`src/rtl/mips_multicycle_ctrl_pkg.sv`:
```
// -----------------------------------------------------------------------------
// mips_ctrl_pkg
// Shared definitions for the multicycle MIPS control unit:
//   - state_t  : FSM state encoding (also exported on state_o for debug)
//   - OP_*     : primary opcode values (instr[31:26]) the controller decodes
//   - ALU_*, SRCB_*, PCSRC_* : datapath mux / ALU control encodings
//   - ctrl_t   : one control word, as produced by the state decoder
// -----------------------------------------------------------------------------
package mips_ctrl_pkg;

   typedef enum logic [3:0] {
      S_FETCH  = 4'd0,
      S_DECODE = 4'd1,
      S_MEMADR = 4'd2,
      S_MEMRD  = 4'd3,
      S_MEMWB  = 4'd4,
      S_MEMWR  = 4'd5,
      S_EXEC   = 4'd6,
      S_ALUWB  = 4'd7,
      S_BRANCH = 4'd8,
      S_ADDIEX = 4'd9,
      S_ADDIWB = 4'd10,
      S_JUMP   = 4'd11,
      S_TRAP   = 4'd12
   } state_t;

   localparam logic [5:0] OP_RTYPE = 6'b000000;
   localparam logic [5:0] OP_LW    = 6'b100011;
   localparam logic [5:0] OP_SW    = 6'b101011;
   localparam logic [5:0] OP_BEQ   = 6'b000100;
   localparam logic [5:0] OP_ADDI  = 6'b001000;
   localparam logic [5:0] OP_J     = 6'b000010;

   localparam logic [1:0] ALU_ADD   = 2'b00;
   localparam logic [1:0] ALU_SUB   = 2'b01;
   localparam logic [1:0] ALU_FUNCT = 2'b10;

   localparam logic [1:0] SRCB_B       = 2'b00;
   localparam logic [1:0] SRCB_FOUR    = 2'b01;
   localparam logic [1:0] SRCB_IMM     = 2'b10;
   localparam logic [1:0] SRCB_IMM_SH2 = 2'b11;

   localparam logic [1:0] PCSRC_ALU    = 2'b00;
   localparam logic [1:0] PCSRC_ALUOUT = 2'b01;
   localparam logic [1:0] PCSRC_JUMP   = 2'b10;

   typedef struct packed {
      logic       mem_req;
      logic       mem_write;
      logic       ir_write;
      logic       reg_write;
      logic       pc_en;
      logic       iord;
      logic       mem_to_reg;
      logic       reg_dst;
      logic       alu_src_a;
      logic [1:0] alu_src_b;
      logic [1:0] pc_src;
      logic [1:0] alu_op;
      logic       illegal;
   } ctrl_t;

endpackage

```
`src/rtl/mips_multicycle_ctrl_if.sv`:
```
// -----------------------------------------------------------------------------
// mips_multicycle_ctrl_if
// Bundle between the control FSM and the multicycle datapath / memory.
//   master (controller): in  opcode, zero, mem_ready
//                        out mem_req, mem_write, ir_write, reg_write, pc_en,
//                            iord, mem_to_reg, reg_dst, alu_src_a, alu_src_b,
//                            pc_src, alu_op, state_o, illegal
//   slave  (datapath)  : the mirror image.
//
// Memory handshake: mem_req is held high for as long as the controller sits in
// a memory state. A transfer completes in exactly the cycle where mem_req and
// mem_ready are both high; only in that cycle are ir_write / mem_write issued
// and does the FSM advance. mem_ready while mem_req is low is ignored.
// -----------------------------------------------------------------------------
interface mips_multicycle_ctrl_if #(
   parameter int OP_W    = 6,
   parameter int STATE_W = 4
);
   logic [OP_W-1:0]    opcode;
   logic               zero;
   logic               mem_ready;
   logic               mem_req;
   logic               mem_write;
   logic               ir_write;
   logic               reg_write;
   logic               pc_en;
   logic               iord;
   logic               mem_to_reg;
   logic               reg_dst;
   logic               alu_src_a;
   logic [1:0]         alu_src_b;
   logic [1:0]         pc_src;
   logic [1:0]         alu_op;
   logic [STATE_W-1:0] state_o;
   logic               illegal;

   modport master (
      input  opcode, zero, mem_ready,
      output mem_req, mem_write, ir_write, reg_write, pc_en, iord, mem_to_reg,
             reg_dst, alu_src_a, alu_src_b, pc_src, alu_op, state_o, illegal
   );

   modport slave (
      output opcode, zero, mem_ready,
      input  mem_req, mem_write, ir_write, reg_write, pc_en, iord, mem_to_reg,
             reg_dst, alu_src_a, alu_src_b, pc_src, alu_op, state_o, illegal
   );
endinterface

```
`src/rtl/mips_multicycle_ctrl_outdec.sv`:
```
// -----------------------------------------------------------------------------
// mips_ctrl_outdec
// Purely combinational Moore decoder: current state -> control word.
// mem_ready only qualifies the memory write strobes (ir_write, FETCH pc_en,
// mem_write) so nothing is written during a wait cycle; zero only qualifies
// pc_en in BRANCH.
//   in  state, mem_ready, zero
//   out ctrl (ctrl_t)
// Build option: ILLEGAL_OPCODE_TRAP_EN makes TRAP drive illegal=1.
// -----------------------------------------------------------------------------
module mips_ctrl_outdec
   import mips_ctrl_pkg::*;
(
   input  state_t state,
   input  logic   mem_ready,
   input  logic   zero,
   output ctrl_t  ctrl
);

   always_comb begin
      ctrl = '0;
      case (state)
         S_FETCH: begin
            ctrl.mem_req   = 1'b1;
            ctrl.iord      = 1'b0;
            ctrl.alu_src_b = SRCB_FOUR;
            ctrl.alu_op    = ALU_ADD;
            ctrl.pc_src    = PCSRC_ALU;
            ctrl.ir_write  = mem_ready;
            ctrl.pc_en     = mem_ready;
         end
         S_DECODE: ctrl.alu_src_b = SRCB_IMM_SH2;
         S_MEMADR: begin
            ctrl.alu_src_a = 1'b1;
            ctrl.alu_src_b = SRCB_IMM;
         end
         S_MEMRD: begin
            ctrl.mem_req = 1'b1;
            ctrl.iord    = 1'b1;
         end
         S_MEMWB: begin
            ctrl.reg_write  = 1'b1;
            ctrl.mem_to_reg = 1'b1;
         end
         S_MEMWR: begin
            ctrl.mem_req   = 1'b1;
            ctrl.iord      = 1'b1;
            ctrl.mem_write = mem_ready;
         end
         S_EXEC: begin
            ctrl.alu_src_a = 1'b1;
            ctrl.alu_src_b = SRCB_B;
            ctrl.alu_op    = ALU_FUNCT;
         end
         S_ALUWB: begin
            ctrl.reg_write = 1'b1;
            ctrl.reg_dst   = 1'b1;
         end
         S_BRANCH: begin
            ctrl.alu_src_a = 1'b1;
            ctrl.alu_op    = ALU_SUB;
            ctrl.pc_src    = PCSRC_ALUOUT;
            ctrl.pc_en     = zero;
         end
         S_ADDIEX: begin
            ctrl.alu_src_a = 1'b1;
            ctrl.alu_src_b = SRCB_IMM;
         end
         S_ADDIWB: ctrl.reg_write = 1'b1;
         S_JUMP: begin
            ctrl.pc_src = PCSRC_JUMP;
            ctrl.pc_en  = 1'b1;
         end
         S_TRAP: begin
`ifdef ILLEGAL_OPCODE_TRAP_EN
            ctrl.illegal = 1'b1;
`else
            ctrl.illegal = 1'b0;
`endif
         end
         default: ctrl = '0;
      endcase
   end

endmodule

```
`src/rtl/mips_multicycle_ctrl.sv`:
```
// -----------------------------------------------------------------------------
// mips_multicycle_ctrl
// Moore control FSM for the multicycle MIPS datapath. Decodes the latched
// opcode and sequences lw/sw/R-type/addi/beq/j, waiting on mem_ready in the
// memory states.
//   clk   : rising-edge clock
//   reset : asynchronous, active-high; forces FETCH and zeroes every output
//   bus   : mips_multicycle_ctrl_if.master (opcode/zero/mem_ready in, all
//           selects, write enables, state_o and illegal out)
// Build option: ILLEGAL_OPCODE_TRAP_EN -- unknown opcodes park in TRAP with
// illegal=1 until reset; otherwise they fall back to FETCH (NOP).
// Processes: state register, next-state logic (here), output decode
// (mips_ctrl_outdec).
// -----------------------------------------------------------------------------
module mips_multicycle_ctrl
   import mips_ctrl_pkg::*;
#(
   parameter int OP_W    = 6,
   parameter int STATE_W = 4
) (
   input logic                    clk,
   input logic                    reset,
   mips_multicycle_ctrl_if.master bus
);

   state_t          state;
   state_t          state_next;
   ctrl_t           ctrl_dec;
   ctrl_t           ctrl;
   logic [OP_W-1:0] op;

   assign op = bus.opcode;

   function automatic logic is_op(input logic [OP_W-1:0] o, input logic [5:0] c);
      return o == OP_W'(c);
   endfunction

   // State register
   always_ff @(posedge clk or posedge reset) begin
      if (reset) state <= S_FETCH;
      else       state <= state_next;
   end

   // Next-state logic
   always_comb begin
      state_next = state;
      case (state)
         S_FETCH:  if (bus.mem_ready) state_next = S_DECODE;
         S_DECODE: begin
            if (is_op(op, OP_LW) || is_op(op, OP_SW)) state_next = S_MEMADR;
            else if (is_op(op, OP_RTYPE))             state_next = S_EXEC;
            else if (is_op(op, OP_BEQ))               state_next = S_BRANCH;
            else if (is_op(op, OP_ADDI))              state_next = S_ADDIEX;
            else if (is_op(op, OP_J))                 state_next = S_JUMP;
            else begin
`ifdef ILLEGAL_OPCODE_TRAP_EN
               state_next = S_TRAP;
`else
               state_next = S_FETCH;
`endif
            end
         end
         // The IR still holds the lw/sw word here, so the opcode is stable.
         S_MEMADR: state_next = is_op(op, OP_SW) ? S_MEMWR : S_MEMRD;
         S_MEMRD:  if (bus.mem_ready) state_next = S_MEMWB;
         S_MEMWR:  if (bus.mem_ready) state_next = S_FETCH;
         S_EXEC:   state_next = S_ALUWB;
         S_ADDIEX: state_next = S_ADDIWB;
         S_MEMWB, S_ALUWB, S_ADDIWB, S_BRANCH, S_JUMP: state_next = S_FETCH;
         S_TRAP: begin
`ifdef ILLEGAL_OPCODE_TRAP_EN
            state_next = S_TRAP;
`else
            state_next = S_FETCH;
`endif
         end
         default: state_next = S_FETCH;
      endcase
   end

   // Output decode
   mips_ctrl_outdec u_outdec (
      .state     (state),
      .mem_ready (bus.mem_ready),
      .zero      (bus.zero),
      .ctrl      (ctrl_dec)
   );

   // The register already sits in FETCH during reset, but FETCH would still
   // request memory; gating here keeps every strobe low while reset is high.
   assign ctrl = reset ? '0 : ctrl_dec;

   assign bus.mem_req    = ctrl.mem_req;
   assign bus.mem_write  = ctrl.mem_write;
   assign bus.ir_write   = ctrl.ir_write;
   assign bus.reg_write  = ctrl.reg_write;
   assign bus.pc_en      = ctrl.pc_en;
   assign bus.iord       = ctrl.iord;
   assign bus.mem_to_reg = ctrl.mem_to_reg;
   assign bus.reg_dst    = ctrl.reg_dst;
   assign bus.alu_src_a  = ctrl.alu_src_a;
   assign bus.alu_src_b  = ctrl.alu_src_b;
   assign bus.pc_src     = ctrl.pc_src;
   assign bus.alu_op     = ctrl.alu_op;
   assign bus.illegal    = ctrl.illegal;
   assign bus.state_o    = STATE_W'(state);

endmodule

```
`src/flat_wrapper.sv`:
```
// flat-port wrapper written by rule: the top's interface ports become plain ports
module mips_multicycle_ctrl_flat import mips_ctrl_pkg::*;
#(
   parameter int OP_W    = 6,
   parameter int STATE_W = 4
)
  (clk, reset, bus_opcode, bus_zero, bus_mem_ready, bus_mem_req, bus_mem_write, bus_ir_write, bus_reg_write, bus_pc_en, bus_iord, bus_mem_to_reg, bus_reg_dst, bus_alu_src_a, bus_alu_src_b, bus_pc_src, bus_alu_op, bus_state_o, bus_illegal);
  mips_multicycle_ctrl_if #(.OP_W(OP_W), .STATE_W(STATE_W)) bus_i ();
  input logic clk;
  input logic reset;
  input wire logic [$bits(bus_i.opcode)-1:0] bus_opcode;
  input wire logic [$bits(bus_i.zero)-1:0] bus_zero;
  input wire logic [$bits(bus_i.mem_ready)-1:0] bus_mem_ready;
  output wire logic [$bits(bus_i.mem_req)-1:0] bus_mem_req;
  output wire logic [$bits(bus_i.mem_write)-1:0] bus_mem_write;
  output wire logic [$bits(bus_i.ir_write)-1:0] bus_ir_write;
  output wire logic [$bits(bus_i.reg_write)-1:0] bus_reg_write;
  output wire logic [$bits(bus_i.pc_en)-1:0] bus_pc_en;
  output wire logic [$bits(bus_i.iord)-1:0] bus_iord;
  output wire logic [$bits(bus_i.mem_to_reg)-1:0] bus_mem_to_reg;
  output wire logic [$bits(bus_i.reg_dst)-1:0] bus_reg_dst;
  output wire logic [$bits(bus_i.alu_src_a)-1:0] bus_alu_src_a;
  output wire logic [$bits(bus_i.alu_src_b)-1:0] bus_alu_src_b;
  output wire logic [$bits(bus_i.pc_src)-1:0] bus_pc_src;
  output wire logic [$bits(bus_i.alu_op)-1:0] bus_alu_op;
  output wire logic [$bits(bus_i.state_o)-1:0] bus_state_o;
  output wire logic [$bits(bus_i.illegal)-1:0] bus_illegal;
  assign bus_i.opcode = bus_opcode;
  assign bus_i.zero = bus_zero;
  assign bus_i.mem_ready = bus_mem_ready;
  assign bus_mem_req = bus_i.mem_req;
  assign bus_mem_write = bus_i.mem_write;
  assign bus_ir_write = bus_i.ir_write;
  assign bus_reg_write = bus_i.reg_write;
  assign bus_pc_en = bus_i.pc_en;
  assign bus_iord = bus_i.iord;
  assign bus_mem_to_reg = bus_i.mem_to_reg;
  assign bus_reg_dst = bus_i.reg_dst;
  assign bus_alu_src_a = bus_i.alu_src_a;
  assign bus_alu_src_b = bus_i.alu_src_b;
  assign bus_pc_src = bus_i.pc_src;
  assign bus_alu_op = bus_i.alu_op;
  assign bus_state_o = bus_i.state_o;
  assign bus_illegal = bus_i.illegal;
  mips_multicycle_ctrl #(.OP_W(OP_W), .STATE_W(STATE_W)) u_core (.clk(clk), .reset(reset), .bus(bus_i));
endmodule
```
`config.mk`:
```
export PLATFORM = sky130hd
export DESIGN_NAME = mips_multicycle_ctrl_flat
export DESIGN_NICKNAME = d
export VERILOG_FILES = /design/src/rtl/mips_multicycle_ctrl_pkg.sv /design/src/rtl/mips_multicycle_ctrl_if.sv /design/src/rtl/mips_multicycle_ctrl_outdec.sv /design/src/rtl/mips_multicycle_ctrl.sv /design/src/flat_wrapper.sv
export SDC_FILE = /design/constraint.sdc
export NUM_CORES = 1
export LEC_CHECK = 0
export ABC_AREA = 1
export BUFFER_PORTS_ARGS = -buffer_cell sky130_fd_sc_hd__buf_2
export CAP_MARGIN = 10
export CORE_AREA = 2 2 39 41
export CTS_BUF_LIST = sky130_fd_sc_hd__clkbuf_2
export CTS_CLUSTER_SIZE = 8
export DETAILED_ROUTE_END_ITERATION = 12
export DIE_AREA = 0 0 41 43
export GPL_TIMING_DRIVEN = 0
export PLACE_DENSITY_LB_ADDON = 0.25
export SYNTH_ARGS = -nofsm -noshare
export SYNTH_HDL_FRONTEND = slang
export SYNTH_SLANG_ARGS = --single-unit
export TNS_END_PERCENT = 1
```
`constraint.sdc`:
```
create_clock -name clk -period 2.4 [get_ports clk]
set_input_delay 0.48 -clock clk [delete_from_list [all_inputs] [get_ports clk]]
set_output_delay 0.48 -clock clk [all_outputs]
set_load 0.1 [all_outputs]
```
* Yosys cells after proc, flatten, opt, wreduce, memory -nomap -nowiden *
Index checks and enable logic that the tools add are counted.

operators by class
  $add $sub $neg = 0
  multipliers = 0
  div/mod/pow operators = 0
  order comparisons = 0
  equal/unequal tests = 19
  shift-type cells = 0
  muxes and demuxes = 23
  bitwise gates (word level) = 0
  reduce and logical (&&, ||, !) cells = 9

operator list
  kind                                                                    number
  4-bit 2-to-1 mux                                                        8
  4-bit case mux with 7 select lines                                      1
  4-bit by 3-bit equality test with 1-bit output (second input constant)  4
  4-bit equality test (second input constant)                             4
  16-bit 2-to-1 mux                                                       1
  6-bit equality test (second input constant)                             2
  4-bit by 2-bit equality test with 1-bit output (second input constant)  2
  1-bit 2-to-1 mux                                                        8
  2-bit case mux with 2 select lines                                      2
  6-bit by 2-bit equality test with 1-bit output (second input constant)  1
  6-bit by 3-bit equality test with 1-bit output (second input constant)  1
  6-bit by 4-bit equality test with 1-bit output (second input constant)  1
  6-bit logical NOT                                                       1
  2-bit inequality test (second input constant)                           3
  2-bit case mux with 3 select lines                                      1
  3-bit OR reduction                                                      2
  4-bit by 1-bit equality test with 1-bit output (second input constant)  1
  4-bit logical NOT                                                       1
  2-bit OR reduction                                                      2
  4-bit OR reduction                                                      1
  3-bit 2-to-1 mux                                                        1
  1-bit case mux with 3 select lines                                      1
  3-bit AND reduction                                                     1
  1-bit logical OR                                                        1

storage, ports and cells
  register bits after elaboration = 4
  bits in latches = 0
  RAM bits = 0
  memory bits (read-only) = 0
  bits of input ports = 10
  logic and storage cells = 52
  memories = 0

* Longest topological paths before layout *
  depth in word-level cells = 7
  depth in mapped cells = 8
  gate-level depth less buffers = 8

* Hierarchy *
Synthesis repeated with hierarchy kept, for this count alone.

unflattened totals
  cells, all modules = 148
  area, all modules = 715.7 µm²

modules (own cells, without submodules)
  module                times used  cells each  area an instance (µm²)
  mips_multicycle_ctrl  1           106         526.8
  mips_ctrl_outdec      1           42          188.9

* Least setup slack after synthesis *
Ideal clock, no wire load.

  path type = register to output
  from = register u_core.state[0] (netlist: u_core.bus.state_o[0])
  to = output port bus_mem_write
  arrival time = 3.474 ns
  data required time = 1.920 ns
  path slack = -1.554 ns
  cell stages (with the launch flop) = 5
  path through = dfrtp_1 -> inv_1 -> nor2_2 -> nand2_2 -> nor3_1

on the way
  cells in the longest elaborated chain, start to end = 3

RTL lines
  what                                            RTL line                           text
  start: declaration                              mips_multicycle_ctrl.sv:26         state_t state;
  start signal: assignment                        mips_multicycle_ctrl.sv:41         else state <= state_next;
  4-bit by 3-bit equality test with 1-bit output  mips_multicycle_ctrl_outdec.sv:22  case (state)
  1-bit 2-to-1 mux                                mips_multicycle_ctrl_outdec.sv:22
  16-bit 2-to-1 mux                               mips_multicycle_ctrl.sv:91         assign ctrl = reset ? '0 : ctrl_dec;
  end: declaration                                flat_wrapper.sv:15                 output wire logic [$bits(bus_i.mem_write)-1:0] bus_mem_write;

No other way between the ends.

* Worst setup path after layout *
  from = register u_core.state[1] (netlist: u_core.bus.state_o[1])
  to = output port bus_pc_en

on the way
  cells in the longest elaborated chain, start to end = 3
  elaborated cells on any way between the ends = 5
  those cells by class = 2 x eq/ne; 2 x mux; 1 x reduce/logical

RTL lines
  what                                                      RTL line                           text
  4-bit equality test or 4-bit logical NOT (tied branches)  mips_multicycle_ctrl_outdec.sv:22
  1-bit case mux with 3 select lines *                      mips_multicycle_ctrl_outdec.sv:22
  16-bit 2-to-1 mux *                                       mips_multicycle_ctrl.sv:91
  end: declaration                                          flat_wrapper.sv:18                 output wire logic [$bits(bus_i.pc_en)-1:0] bus_pc_en;

Every way passes the cells marked *; elsewhere a longest branch is shown, timed or not.

==> results.md <==
* Outcome: finished clean
* Die Area at 0.00176 mm^2
* Row Count at 14
* Synth Register Bits at 4
* Slew @ Worst Pin at ~0.63 ns
* Maximum operating frequency at 451 MHz
* Maximum root-to-sink buffer count at 2
* CP Max Fanout at 7
* Yosys warnings at 0
* Layout Nets at roughly 140
* Top cell type's share of synthesized area at 0.191
* Register area at 100 um^2
* Mapped cell area at 524 um^2
* Critical Path RT at between 1.5 and 2 ns
* Footprint of the multi-input gates at about 430 um^2
* Final Hold Viols at 0
* Crit Path Class: reg -> out
* Commonest cells after routing, fill and taps aside: buf_2 (28), nand2_1 (26), inv_1 (14), nor2_2 (14), nor2_1 (13)
* Total track usage at 0.186
* VDD IR max at ~930 uV
* Starting Density at 0.379
* Total CTS buffers at 3
* Vias at between 600 and 700
* IO Count at 30
* Via/cell ratio at about 4.7
* Synth Net Count at about 110
* Largest net degree at the start of global routing at 11
* Worst-Skew Late Latency at 0.23 ns
* Fillers at about 150
* Post-Route WL at 1390 um
* Vias in the first global route at roughly 580
* Final Cycle Share at 0.925
* Routability cong. at 0.817
* Number of detailed-route iterations in the first pass at 4
* CTS tree: done
* RSZ-0062 raised after global routing: false
* PostCTS Resize Cnt at 0
* Final setup vio count at 0
* Layout cells sized above 1 at 0.424
* DRC Markers at 0
* Hold_buf cts at 0
* Crit end category: primary output
* DRT iter0 DRCs at 13
* Pins over their slew limit at 0
* Antenna violations before repair at 0
* Detail Route Antenna Nets at 0
* Syn Inst Count at slightly above 100
* Leak Pwr at around 0.44 nW
* Max Cap Viol at 0
* Avg Synthesized Cell Area at a little over 5 um^2
* Sequential area share after synthesis at 0.191
* CTS H-tree lvls at 1
* Hold Crit Class: in -> async
* Post-route setup TNS at 0 ns
* Die W at 41 um
* First-pass GRT wire length at 2280 um
* Clock Sinks at 4
* Clock transition at path regs at 0.06 ns
* Synth unique cells at 18
* Max FFs per register at 4
* Cell taking the most area after synthesis: dfrtp_1
* Critical path arrival at 1.74 ns
* Drt wl/cell at around 9.4 um
* IO buf count at 28
* Largest cells by area after synthesis: dfrtp_1 (19%), nand2_1 (19%), nor2_1 (16%)
* Startpoint Class: flip-flop
* Core Util, Final at 0.559
* Ant diodes at 0
* Most common cell after layout, fill and taps aside: buf_2
* Postcts setup bufs at 0
* Detailed Place HPWL at ~1200 um
* Total congestion overflow at 0
* Area grow syn2layout at 47.5%
* Max-slew headroom at the worst pin at 0.583
* Die Ht at 43 um
* Clock Tree Root: clkbuf_2
* Tmin final at approximately 2.2 ns
* Final Skew at 0.0133 ns
* Area of the core at approximately 0.0014 mm^2
* Pwr/cell area at 1420 mW/mm^2
-- cells in the mapped netlist --
cell and instances:
a31oi_1 3, o21ai_1 1, buf_4 1, a21oi_1 3, nor2_1 22, nor3_1 2, inv_1 14, inv_2 2
nand2_1 26, dfrtp_1 4, nand3_2 1, conb_1 1, o21ai_0 3, clkbuf_1 1, and2_1 1, nor2_2 5
nand3_1 9, nand2_2 2
-- path summary, 6_finish.rpt --
| check | start | to | slack [ns] | depth (start not counted) |
|---|---|---|---|---|
| worst min-delay path | reset | u_core.bus.state_o[3] | 0.24 | 2 |
| worst max-delay path | u_core.bus.state_o[1] | bus_pc_en | 0.18 | 5 |
| min in group clk | bus_mem_ready | u_core.bus.state_o[2] | 0.49 | 2 |
| worst min register to register | u_core.bus.state_o[0] | u_core.bus.state_o[0] | 0.63 | 2 |
| worst max register to register | u_core.bus.state_o[0] | u_core.bus.state_o[0] | 1.13 | 7 |
| max in group asynchronous | reset | u_core.bus.state_o[1] | 1.97 | 2 |
-- area by class of cell --
| type | count | area share |
|---|---|---|
| Sequential cell | 4 | 0.129 |
| Clock buffer | 3 | 0.0194 |
| Timing Repair Buffer | 28 | 0.181 |
| Tap cell | 16 | 0.0259 |
| Inverter | 16 | 0.0777 |
| Multi-Input combinational cell | 79 | 0.552 |
| Buffer | 2 | 0.0146 |
-- routing by layer --
metal | vias up | GRT usage | wire length, um
met4 | 0 | 0.100 | 28
met2 | 30 | 0.306 | 705
met3 | 4 | 0.0157 | 93
li1 | 378 | - | -
met5 | - | 0 | 0
met1 | 281 | 0.223 | 566
-- metrics by stage --
step	hold WS, ns	power [mW]	cells	setup slack [ns]	area [um^2]
after floorplan	0.254	0.907	101	-0.449	598
after global placement	0.479	1.03	145	0.296	758
after detailed placement	0.496	1.04	145	0.303	758
after CTS	0.258	1.11	148	0.162	773
after global routing	0.271	1.16	148	0.0608	773
final	0.243	1.10	148	0.181	773
-- worst max-delay path, cell delays in order, from the launching register on --
cell and delay [ns]:
dfrtp_1 0.44, nor2_1 0.23, and2_1 0.21, nand2_1 0.09, a31oi_4 0.12, buf_2 0.44
-- logic make-up after synthesis --
| kind of cell | share of synthesized area |
|---|---|
| AND/OR/NAND/NOR | 0.563 |
| other | 0.00715 |
| buffers and inverters | 0.136 |
| AO/OA/AOI/OAI | 0.103 |
| flip-flops | 0.191 |
-- power by group --
part,total (mW),switching (mW),internal (mW)
logic,0.905,0.747,0.159
registers,0.127,0.0351,0.0915
clock network,0.0674,0.0337,0.0337
No activity file was read; power rests on OpenSTA's default activity.
